[config.mk]
export PLATFORM = sky130hd
export DESIGN_NAME = gps_msg_gen
export DESIGN_NICKNAME = d
export VERILOG_FILES = /design/src/rtl/gps_gen_pkg.sv /design/src/rtl/msg_bit_fifo.sv /design/src/rtl/gps_msg_gen.sv
export SDC_FILE = /design/constraint.sdc
export NUM_CORES = 1
export LEC_CHECK = 0
export CORE_MARGIN = 3
export CORE_UTILIZATION = 55
export CTS_CLUSTER_DIAMETER = 60
export DETAILED_ROUTE_END_ITERATION = 16
export PLACE_DENSITY = 0.87
export SYNTH_ARGS = -nofsm -noshare
export SYNTH_HDL_FRONTEND = slang
export SYNTH_HIERARCHICAL = 1
export SYNTH_SLANG_ARGS = --single-unit
export TNS_END_PERCENT = 20
[constraint.sdc]
create_clock -name clk_in -period 3 [get_ports clk_in]
set_clock_uncertainty 0.15 [all_clocks]
set_input_delay 0.6 -clock clk_in [delete_from_list [all_inputs] [get_ports clk_in]]
set_output_delay 0.6 -clock clk_in [all_outputs]
set_load 0.02 [all_outputs]
[src/rtl/gps_gen_pkg.sv]
// Shared GPS signal-generator constants and the navigation-bit source selector.
package gps_gen_pkg;

  localparam int unsigned GPS_CHIPS_PER_CODE = 1023;
  localparam int unsigned GPS_CODES_PER_BIT  = 20;
  localparam logic [7:0]  GPS_PREAMBLE       = 8'h8B;

  typedef enum logic {
    SRC_FIFO   = 1'b0,
    SRC_PRESET = 1'b1
  } msg_src_e;

endpackage

[src/rtl/msg_bit_fifo.sv]
// 1-bit synchronous FIFO for user navigation message bits; DEPTH must be a power of 2.
module msg_bit_fifo #(
  parameter int unsigned DEPTH = 4
) (
  input  logic clk_i,
  input  logic rst_i,
  input  logic push_i,
  input  logic din_i,
  input  logic pop_i,
  output logic dout_o,
  output logic full_o,
  output logic empty_o
);

  localparam int unsigned AW = $clog2(DEPTH);

  logic [DEPTH-1:0] mem_q, mem_d;
  logic [AW-1:0]    wr_q, wr_d, rd_q, rd_d;
  logic [AW:0]      cnt_q, cnt_d;
  logic             push_ok, pop_ok;

  assign full_o  = (cnt_q == (AW+1)'(DEPTH));
  assign empty_o = (cnt_q == '0);
  assign dout_o  = mem_q[rd_q];

  // A push is judged against the fullness at the start of the cycle, so a
  // simultaneous pop never frees room for it.
  assign push_ok = push_i & ~full_o;
  assign pop_ok  = pop_i & ~empty_o;

  always_comb begin
    mem_d = mem_q;
    wr_d  = wr_q;
    rd_d  = rd_q;
    cnt_d = cnt_q;
    if (push_ok) begin
      mem_d[wr_q] = din_i;
      wr_d        = wr_q + AW'(1);
    end
    if (pop_ok) begin
      rd_d = rd_q + AW'(1);
    end
    case ({push_ok, pop_ok})
      2'b10:   cnt_d = cnt_q + (AW+1)'(1);
      2'b01:   cnt_d = cnt_q - (AW+1)'(1);
      default: cnt_d = cnt_q;
    endcase
  end

  always_ff @(posedge clk_i or posedge rst_i) begin
    if (rst_i) begin
      mem_q <= '0;
      wr_q  <= '0;
      rd_q  <= '0;
      cnt_q <= '0;
    end else begin
      mem_q <= mem_d;
      wr_q  <= wr_d;
      rd_q  <= rd_d;
      cnt_q <= cnt_d;
    end
  end

endmodule

[src/rtl/gps_msg_gen.sv]
// Navigation data-bit source: chip/code counters, epoch and bit-start strobes, preset or FIFO bits.
module gps_msg_gen
  import gps_gen_pkg::*;
#(
  parameter int unsigned            CHIPS_PER_CODE = GPS_CHIPS_PER_CODE,
  parameter int unsigned            CODES_PER_BIT  = GPS_CODES_PER_BIT,
  parameter int unsigned            PRESET_LEN     = 8,
  parameter logic [PRESET_LEN-1:0]  PRESET_WORD    = GPS_PREAMBLE,
  parameter int unsigned            FIFO_DEPTH     = 4
) (
  input  logic clk_in,
  input  logic rst_in,
  input  logic ena_in,
  input  logic restart_in,
  input  logic use_msg_preset_in,
  input  logic msg_in,
  input  logic msg_valid_in,
  output logic msg_ready_out,
  output logic data_bit_out,
  output logic epoch_out,
  output logic bit_start_out,
  output logic underrun_out
);

  localparam int unsigned CW = $clog2(CHIPS_PER_CODE);
  localparam int unsigned BW = $clog2(CODES_PER_BIT);
  localparam int unsigned PW = $clog2(PRESET_LEN);

  logic [CW-1:0] chip_cnt_q, chip_cnt_d;
  logic [BW-1:0] code_cnt_q, code_cnt_d;
  logic [PW-1:0] preset_ptr_q, preset_ptr_d;
  logic          data_bit_q, data_bit_d;
  logic          epoch_q, epoch_d;
  logic          bit_start_q, bit_start_d;
  logic          underrun_q, underrun_d;

  logic          chip_zero, code_zero;
  logic          fifo_pop, fifo_head, fifo_full, fifo_empty;
  msg_src_e      src;

  assign chip_zero = (chip_cnt_q == '0);
  assign code_zero = (code_cnt_q == '0);
  assign src       = msg_src_e'(use_msg_preset_in);

  msg_bit_fifo #(
    .DEPTH(FIFO_DEPTH)
  ) u_fifo (
    .clk_i  (clk_in),
    .rst_i  (rst_in),
    .push_i (msg_valid_in),
    .din_i  (msg_in),
    .pop_i  (fifo_pop),
    .dout_o (fifo_head),
    .full_o (fifo_full),
    .empty_o(fifo_empty)
  );

  always_comb begin
    chip_cnt_d   = chip_cnt_q;
    code_cnt_d   = code_cnt_q;
    preset_ptr_d = preset_ptr_q;
    data_bit_d   = data_bit_q;
    underrun_d   = underrun_q;
    epoch_d      = 1'b0;
    bit_start_d  = 1'b0;
    fifo_pop     = 1'b0;

    // restart_in overrides a coincident chip strobe; the current bit is held.
    if (restart_in) begin
      chip_cnt_d   = '0;
      code_cnt_d   = '0;
      preset_ptr_d = '0;
      underrun_d   = 1'b0;
    end else if (ena_in) begin
      epoch_d     = chip_zero;
      bit_start_d = chip_zero & code_zero;

      if (chip_cnt_q == CW'(CHIPS_PER_CODE - 1)) begin
        chip_cnt_d = '0;
        code_cnt_d = (code_cnt_q == BW'(CODES_PER_BIT - 1)) ? '0 : code_cnt_q + BW'(1);
      end else begin
        chip_cnt_d = chip_cnt_q + CW'(1);
      end

      if (chip_zero & code_zero) begin
        if (src == SRC_PRESET) begin
          data_bit_d   = PRESET_WORD[PW'(PRESET_LEN - 1) - preset_ptr_q];
          preset_ptr_d = (preset_ptr_q == PW'(PRESET_LEN - 1)) ? '0 : preset_ptr_q + PW'(1);
        end else if (!fifo_empty) begin
          fifo_pop   = 1'b1;
          data_bit_d = fifo_head;
        end else begin
          data_bit_d = 1'b0;
          underrun_d = 1'b1;
        end
      end
    end
  end

  always_ff @(posedge clk_in or posedge rst_in) begin
    if (rst_in) begin
      chip_cnt_q   <= '0;
      code_cnt_q   <= '0;
      preset_ptr_q <= '0;
      data_bit_q   <= 1'b0;
      epoch_q      <= 1'b0;
      bit_start_q  <= 1'b0;
      underrun_q   <= 1'b0;
    end else begin
      chip_cnt_q   <= chip_cnt_d;
      code_cnt_q   <= code_cnt_d;
      preset_ptr_q <= preset_ptr_d;
      data_bit_q   <= data_bit_d;
      epoch_q      <= epoch_d;
      bit_start_q  <= bit_start_d;
      underrun_q   <= underrun_d;
    end
  end

  assign msg_ready_out = ~fifo_full;
  assign data_bit_out  = data_bit_q;
  assign epoch_out     = epoch_q;
  assign bit_start_out = bit_start_q;
  assign underrun_out  = underrun_q;

endmodule
## Word-level counts from Yosys, hierarchy flattened

Memories as Yosys holds them, arrays and structs flattened.
Index checks and enable logic that the tools add are counted.

| word-level totals | value |
|---|---|
| bits in registers | 33 |
| bits in read-only memories | 8 |
| input bits | 7 |
| output and inout port bits | 5 |
| logic and storage cells | 86 |
| memories kept | 1 |

| cells by class | value |
|---|---|
| add/sub/neg operators | 8 |
| order comparisons | 4 |
| equal/unequal tests | 7 |
| multiplexer cells | 35 |
| bitwise gates (word level) | 6 |
| reduce and logical (&&, ||, !) cells | 14 |

Memories:

| name | depth | bits a word | rd ports | clocked after memory_dff | write ports | line | RTL |
|---|---|---|---|---|---|---|---|
| (no name shown) | 8 | 1 | 1 | 0 | 0 | gps_msg_gen.sv:87 | `data_bit_d = PRESET_WORD[PW'(PRESET_LEN - 1) - preset_ptr_q];` |

Operators by type and width:

| kind | count |
|---|---|
| $mux 10 | 3 |
| $mux 5 | 4 |
| $mux 1 | 19 |
| $mux 3 | 5 |
| $reduce_bool 2->1 | 6 |
| $add 10x1->10 const B | 1 |
| $eq 10x10->1 const B | 1 |
| $logic_not 10->1 | 1 |
| $add 3x1->3 const B | 2 |
| $eq 3x3->1 const B | 2 |
| $lt 2x3->1 const B | 2 |
| $pmux 3 s2 | 1 |
| $reduce_and 3->1 | 2 |
| $add 5x1->5 const B | 1 |
| $eq 5x5->1 const B | 1 |
| $logic_not 5->1 | 1 |
| $add 2x1->2 const B | 2 |
| $bwmux 4 | 1 |
| $lt 3x4->1 const B | 1 |
| $reduce_and 4->1 | 1 |
| $and 1x1->1 | 3 |
| $logic_not 3->1 | 1 |
| $not 1->1 | 3 |
| $sub 3x1->3 const B | 1 |
| 9 further kinds | 9 |

## Logic depth before layout (Yosys ltp)

| depth | value |
|---|---|
| word-level depth | 9 |
| mapped depth | 12 |
| depth with buffers taken out | 12 |

## Modules after synthesis

The synthesis kept the hierarchy.

By module, submodules not included:

| module | instances | cells an instance | area an instance (um2) | seq. area each (um2) |
|---|---|---|---|---|
| gps_msg_gen | 1 | 131 | 1,281.2 | 550.5 |
| msg_bit_fifo | 1 | 55 | 609.3 | 275.3 |

## Worst setup path after synthesis

Ideal clock, no wire load.

| timing | value |
|---|---|
| path type | input port to flip-flop |
| from | in ena_in |
| to | reg u_fifo.cnt_q[2] |
| setup time | 0.079 ns |
| data arrival time | 2.460 ns |
| required time | 2.771 ns |
| setup slack | 0.310 ns |
| cell stages on the path | 11 |
| buffers on the path | 1 |
| path through | buf_2 -> nor3b_1 -> nand4_1 -> nor3_1 -> o31a_2 -> ha_1 -> inv_1 -> fa_1 -> xor2_1 -> nor2_1 -> xor2_1 |

| between the ends | value |
|---|---|
| cells in the longest elaborated chain, start to end | 5 |
| elaborated cells between the ends (all ways) | 7 |
| those cells by class | eq/ne (2); mux (3); bitwise (1); reduce/logical (1) |

Ends and longest elaborated chain:

| item | line | RTL |
|---|---|---|
| start, declared | gps_msg_gen.sv:13 | `input logic ena_in,` |
| $mux 1 (*) | gps_msg_gen.sv:74 | `end else if (ena_in) begin` |
| $mux 1 (*) | gps_msg_gen.sv:69 | `if (restart_in) begin` |
| named net fifo_pop | gps_msg_gen.sv:38 | `logic fifo_pop, fifo_head, fifo_full, fifo_empty;` |
| $and 1x1->1 (*) | msg_bit_fifo.sv:29 | `assign pop_ok = pop_i & ~empty_o;` |
| named net u_fifo.pop_ok | msg_bit_fifo.sv:20 | `logic push_ok, pop_ok;` |
| $eq 2x1->1 / $eq 2x2->1 (equally long branches) | msg_bit_fifo.sv:43 | `case ({push_ok, pop_ok})` |
| $pmux 3 s2 / $reduce_bool 2->1 (equally long branches) | -- |  |
| end signal, assigned | msg_bit_fifo.sv:60 | `cnt_q <= cnt_d;` |
| end, declared | msg_bit_fifo.sv:19 | `logic [AW:0] cnt_q, cnt_d;` |

Mark *: on every way through the listed nets, which the timed path passes. The rest lies on a longest branch.
A chain may end at the register's enable or synchronous reset.

## Worst setup path after layout

| timing | value |
|---|---|
| from | reg chip_cnt_q[0] |
| to | reg u_fifo.cnt_q[2] |

| between the ends | value |
|---|---|
| cells in the longest elaborated chain, start to end | 8 |
| elaborated cells between the ends (all ways) | 10 |
| those cells by class | eq/ne (2); mux (4); bitwise (2); reduce/logical (2) |

Ends and longest elaborated chain:

| item | line | RTL |
|---|---|---|
| start, declared | gps_msg_gen.sv:29 | `logic [CW-1:0] chip_cnt_q, chip_cnt_d;` |
| start signal, assigned | gps_msg_gen.sv:110 | `chip_cnt_q <= chip_cnt_d;` |
| $logic_not 10->1 (*) | gps_msg_gen.sv:41 | `assign chip_zero = (chip_cnt_q == '0);` |
| $and 1x1->1 (*) | gps_msg_gen.sv:85 | `if (chip_zero & code_zero) begin` |
| $mux 1 (*) | gps_msg_gen.sv:85 |  |
| $mux 1 (*) | gps_msg_gen.sv:74 |  |
| $mux 1 (*) | gps_msg_gen.sv:69 |  |
| named net fifo_pop | gps_msg_gen.sv:38 |  |
| $and 1x1->1 (*) | msg_bit_fifo.sv:29 |  |
| named net u_fifo.pop_ok | msg_bit_fifo.sv:20 |  |
| $eq 2x1->1 / $eq 2x2->1 (equally long branches) | msg_bit_fifo.sv:43 |  |
| $pmux 3 s2 / $reduce_bool 2->1 (equally long branches) | -- |  |

Marked as above.

==> flow_summary.json <==
{
  "status": "finished clean",
  "drc": 0,
  "start_util": 0.600,
  "synth_area_um2": 1890,
  "total_leakage_power_nw": 0.958,
  "die_w_um": 64.6,
  "critPathLaunchType": "register",
  "tightest_slew_ns": 0.842,
  "drt_iter0_drc": 143,
  "post-route-period-util": 0.930,
  "max_slew_margin": 0.438,
  "synth_seq_cells": 33,
  "portBuffers": 11,
  "period_needed_ns": 2.79,
  "report.final.slew_viol_count": 0,
  "synthArstFlopShare": 1.00,
  "die_area_um2": 4180,
  "cts_buffers": 5,
  "wl_per_cell_um": 14.1,
  "synth_enable_flop_cells": 0,
  "synthCells": 186,
  "setup_ws_ns": 0.209,
  "cp_slowest_cell": "dfrtp_2",
  "endpoint_kind": "register",
  "finalNetCount": 224,
  "rows": 20,
  "p_total_w": 0.00135,
  "grt_usage": 0.208,
  "design_area_um2": 2150,
  "synth_flop_cell": "dfrtp_1",
  "required_ns": 3.13,
  "final_antenna_net_count": 0,
  "dpl_cell_area_um2": 2050,
  "irDropWorstVdd_mv": 0.534,
  "routed_wl_mm": 3.52,
  "cts_buffer_depth": 2,
  "ios": 12,
  "rsz0062_at_grt": "no",
  "maxCapViolations": 0,
  "min-delay-path-class": "register to register",
  "hold_violations": 0,
  "worstPathArrival_ns": 2.92,
  "grt_pass1_wl_mm": 6.62,
  "critPathBufInv": 2,
  "hpwl_mm": 2.71,
  "path_clk_slew_ns": 0.11,
  "synth_fp_nets": 206,
  "core-area_um2": 3150,
  "cts_htree_levels": 2,
  "drive_above_1_share": 0.137,
  "yosysWarnings": 6,
  "final_common_cell": "dfrtp_1",
  "num_antenna_cells": 0,
  "dr.pass1.iters": 4,
  "setup_tns_ns": 0,
  "cts.sinks": 33,
  "report.final.setup_viol": 0,
  "area_growth_pct": 13.7,
  "yosysSeqAreaShare": 0.437,
  "ff2ff_setup_slack_ns": 0.21,
  "grt_max_degree": 23,
  "layout_common_cells": "dfrtp_1, nand2_1, nor2_1",
  "cpPeakStageDelay_ns": 0.46,
  "critPathKind": "register to register",
  "max_freq_mhz": 358,
  "syn_area_per_cell_um2": 10.2,
  "cts_tree": "done",
  "viasPerCell": 5.64,
  "dp_slack_ns": -0.114,
  "synth.distinct_cells": 44,
  "grt_pass1_vias": 1496,
  "cts_root_buffer": "clkbuf_4",
  "dp_cells": 240,
  "cp_top_family": "adder cells",
  "cp_max_fo": 6,
  "fillCellCount": 248,
  "antenna_found_initial": 0,
  "route.vias.total": 1404,
  "final_cells": 249,
  "clk_latency_ns": 0.35,
  "gr-total-overflow": 0,
  "die-height_um": 64.6,
  "place.gp.congestion": 0.813,
  "path_cells": "inv_1 -> ha_1 -> nor4b_4 -> nand4_1 -> nor3_1 -> o31a_2 -> ha_1 -> inv_1 -> fa_1 -> xor2_1 -> nor2_1 -> xor2_1",
  "power_density_nw_per_um2": 626
}
metrics by stage:
step / util / hold WS [ns]
2_1_floorplan: - / 0.302
3_3_place_gp: 0.651 / 0.317
3_5_place_dp: 0.651 / 0.329
4_1_cts: 0.679 / 0.356
5_1_grt: 0.682 / 0.394
6_report: 0.682 / 0.350
cells by family (layout without fill, tap and decap cells):
kind of cell | after synthesis | after routing | synth area share
adder cells (fa/ha/maj) | 13 | 13 | 0.0900
AND/OR/NAND/NOR | 73 | 73 | 0.225
XOR/XNOR | 13 | 13 | 0.0602
buffers and inverters | 20 | 39 | 0.0496
flip-flops | 33 | 33 | 0.437
multiplexers | 9 | 9 | 0.0569
AO/OA/AOI/OAI | 25 | 25 | 0.0814
power breakdown:
part           internal (W)  total (W)  switching, W
clock network      0.000198   0.000359      0.000161
logic              0.000190   0.000370      0.000180
registers          0.000531   0.000618     0.0000872
total              0.000919    0.00135      0.000428
worst register-to-register path: stages (launching register included):
cell and delay [ns]:
dfrtp_2 0.46, inv_1 0.12, ha_1 0.16, nor4b_4 0.26, nand4_1 0.16, nor3_1 0.16, o31a_2 0.19, ha_1 0.19
inv_1 0.07, fa_1 0.37, xor2_1 0.15, nor2_1 0.11, xor2_1 0.16
timing repair:
item,in CTS,in global routing
setup buffers,0,1
hold buffers,0,0
resized for setup,0,1
endpoints found under the setup margin,0,1
registers in the layout, summed over array words and instances (netlist names):
| register | count |
|---|---|
| code_cnt_q | 5 |
| epoch_out | 1 |
| chip_cnt_q | 10 |
| underrun_out | 1 |
| u_fifo/rd_q | 2 |
| preset_ptr_q | 3 |
| u_fifo/cnt_q | 3 |
| bit_start_out | 1 |
| u_fifo/mem_q | 4 |
| data_bit_out | 1 |
| u_fifo/wr_q | 2 |
cell type report:
cell class	count	area [µm²]	area share
clock inverter	2	37.5	0.0175
sequential	33	827	0.385
tap	44	55.1	0.0256
clock buffer	6	51.3	0.0239
inverter	14	52.6	0.0244
multi-input combinational	133	971	0.452
timing repair buffer	17	155	0.0722
per-layer routing:
layer / GRT usage / share of wire / vias up
met5: 0 / 0 / -
met4: 0.100 / 0.019 / 0
met3: 0.0676 / 0.053 / 8
met2: 0.352 / 0.52 / 44
met1: 0.237 / 0.41 / 679
li1: - / - / 673
final timing paths:
kind,startpoint,cells past startpoint,endpoint
worst min-delay path,u_fifo/rd_q[1]$_DFFE_PP0P_,1,u_fifo/rd_q[1]$_DFFE_PP0P_
worst max-delay path,chip_cnt_q[0]$_DFFE_PP0P_,12,u_fifo/cnt_q[2]$_DFFE_PP0P_
worst max register to register,chip_cnt_q[0]$_DFFE_PP0P_,12,u_fifo/cnt_q[2]$_DFFE_PP0P_
max in group asynchronous,rst_in,2,chip_cnt_q[0]$_DFFE_PP0P_
worst min register to register,u_fifo/rd_q[1]$_DFFE_PP0P_,1,u_fifo/rd_q[1]$_DFFE_PP0P_
min in group asynchronous,rst_in,2,u_fifo/rd_q[0]$_DFFE_PP0P_
cell usage after synthesis (2+ instances only):
| cell type | count | share of area |
|---|---|---|
| nand3b_1 | 2 | 0.0079 |
| nand4_1 | 2 | 0.0066 |
| buf_2 | 2 | 0.0053 |
| dfrtp_1 | 33 | 0.44 |
| inv_1 | 14 | 0.028 |
| or3_1 | 2 | 0.0066 |
| o2111ai_1 | 2 | 0.0093 |
| xnor2_1 | 8 | 0.037 |
| nand3_1 | 6 | 0.016 |
| o21ai_0 | 10 | 0.026 |
| buf_6 | 2 | 0.012 |
| nor3_1 | 4 | 0.011 |
| a31oi_1 | 2 | 0.0066 |
| a21oi_1 | 5 | 0.013 |
| mux2i_1 | 7 | 0.037 |
| nand2_1 | 20 | 0.040 |
| nor2_1 | 19 | 0.038 |
| ha_1 | 12 | 0.079 |
| nand4_2 | 2 | 0.013 |
| xor2_1 | 5 | 0.023 |
| nand2b_1 | 4 | 0.013 |
(Power assumes the default switching activity.)
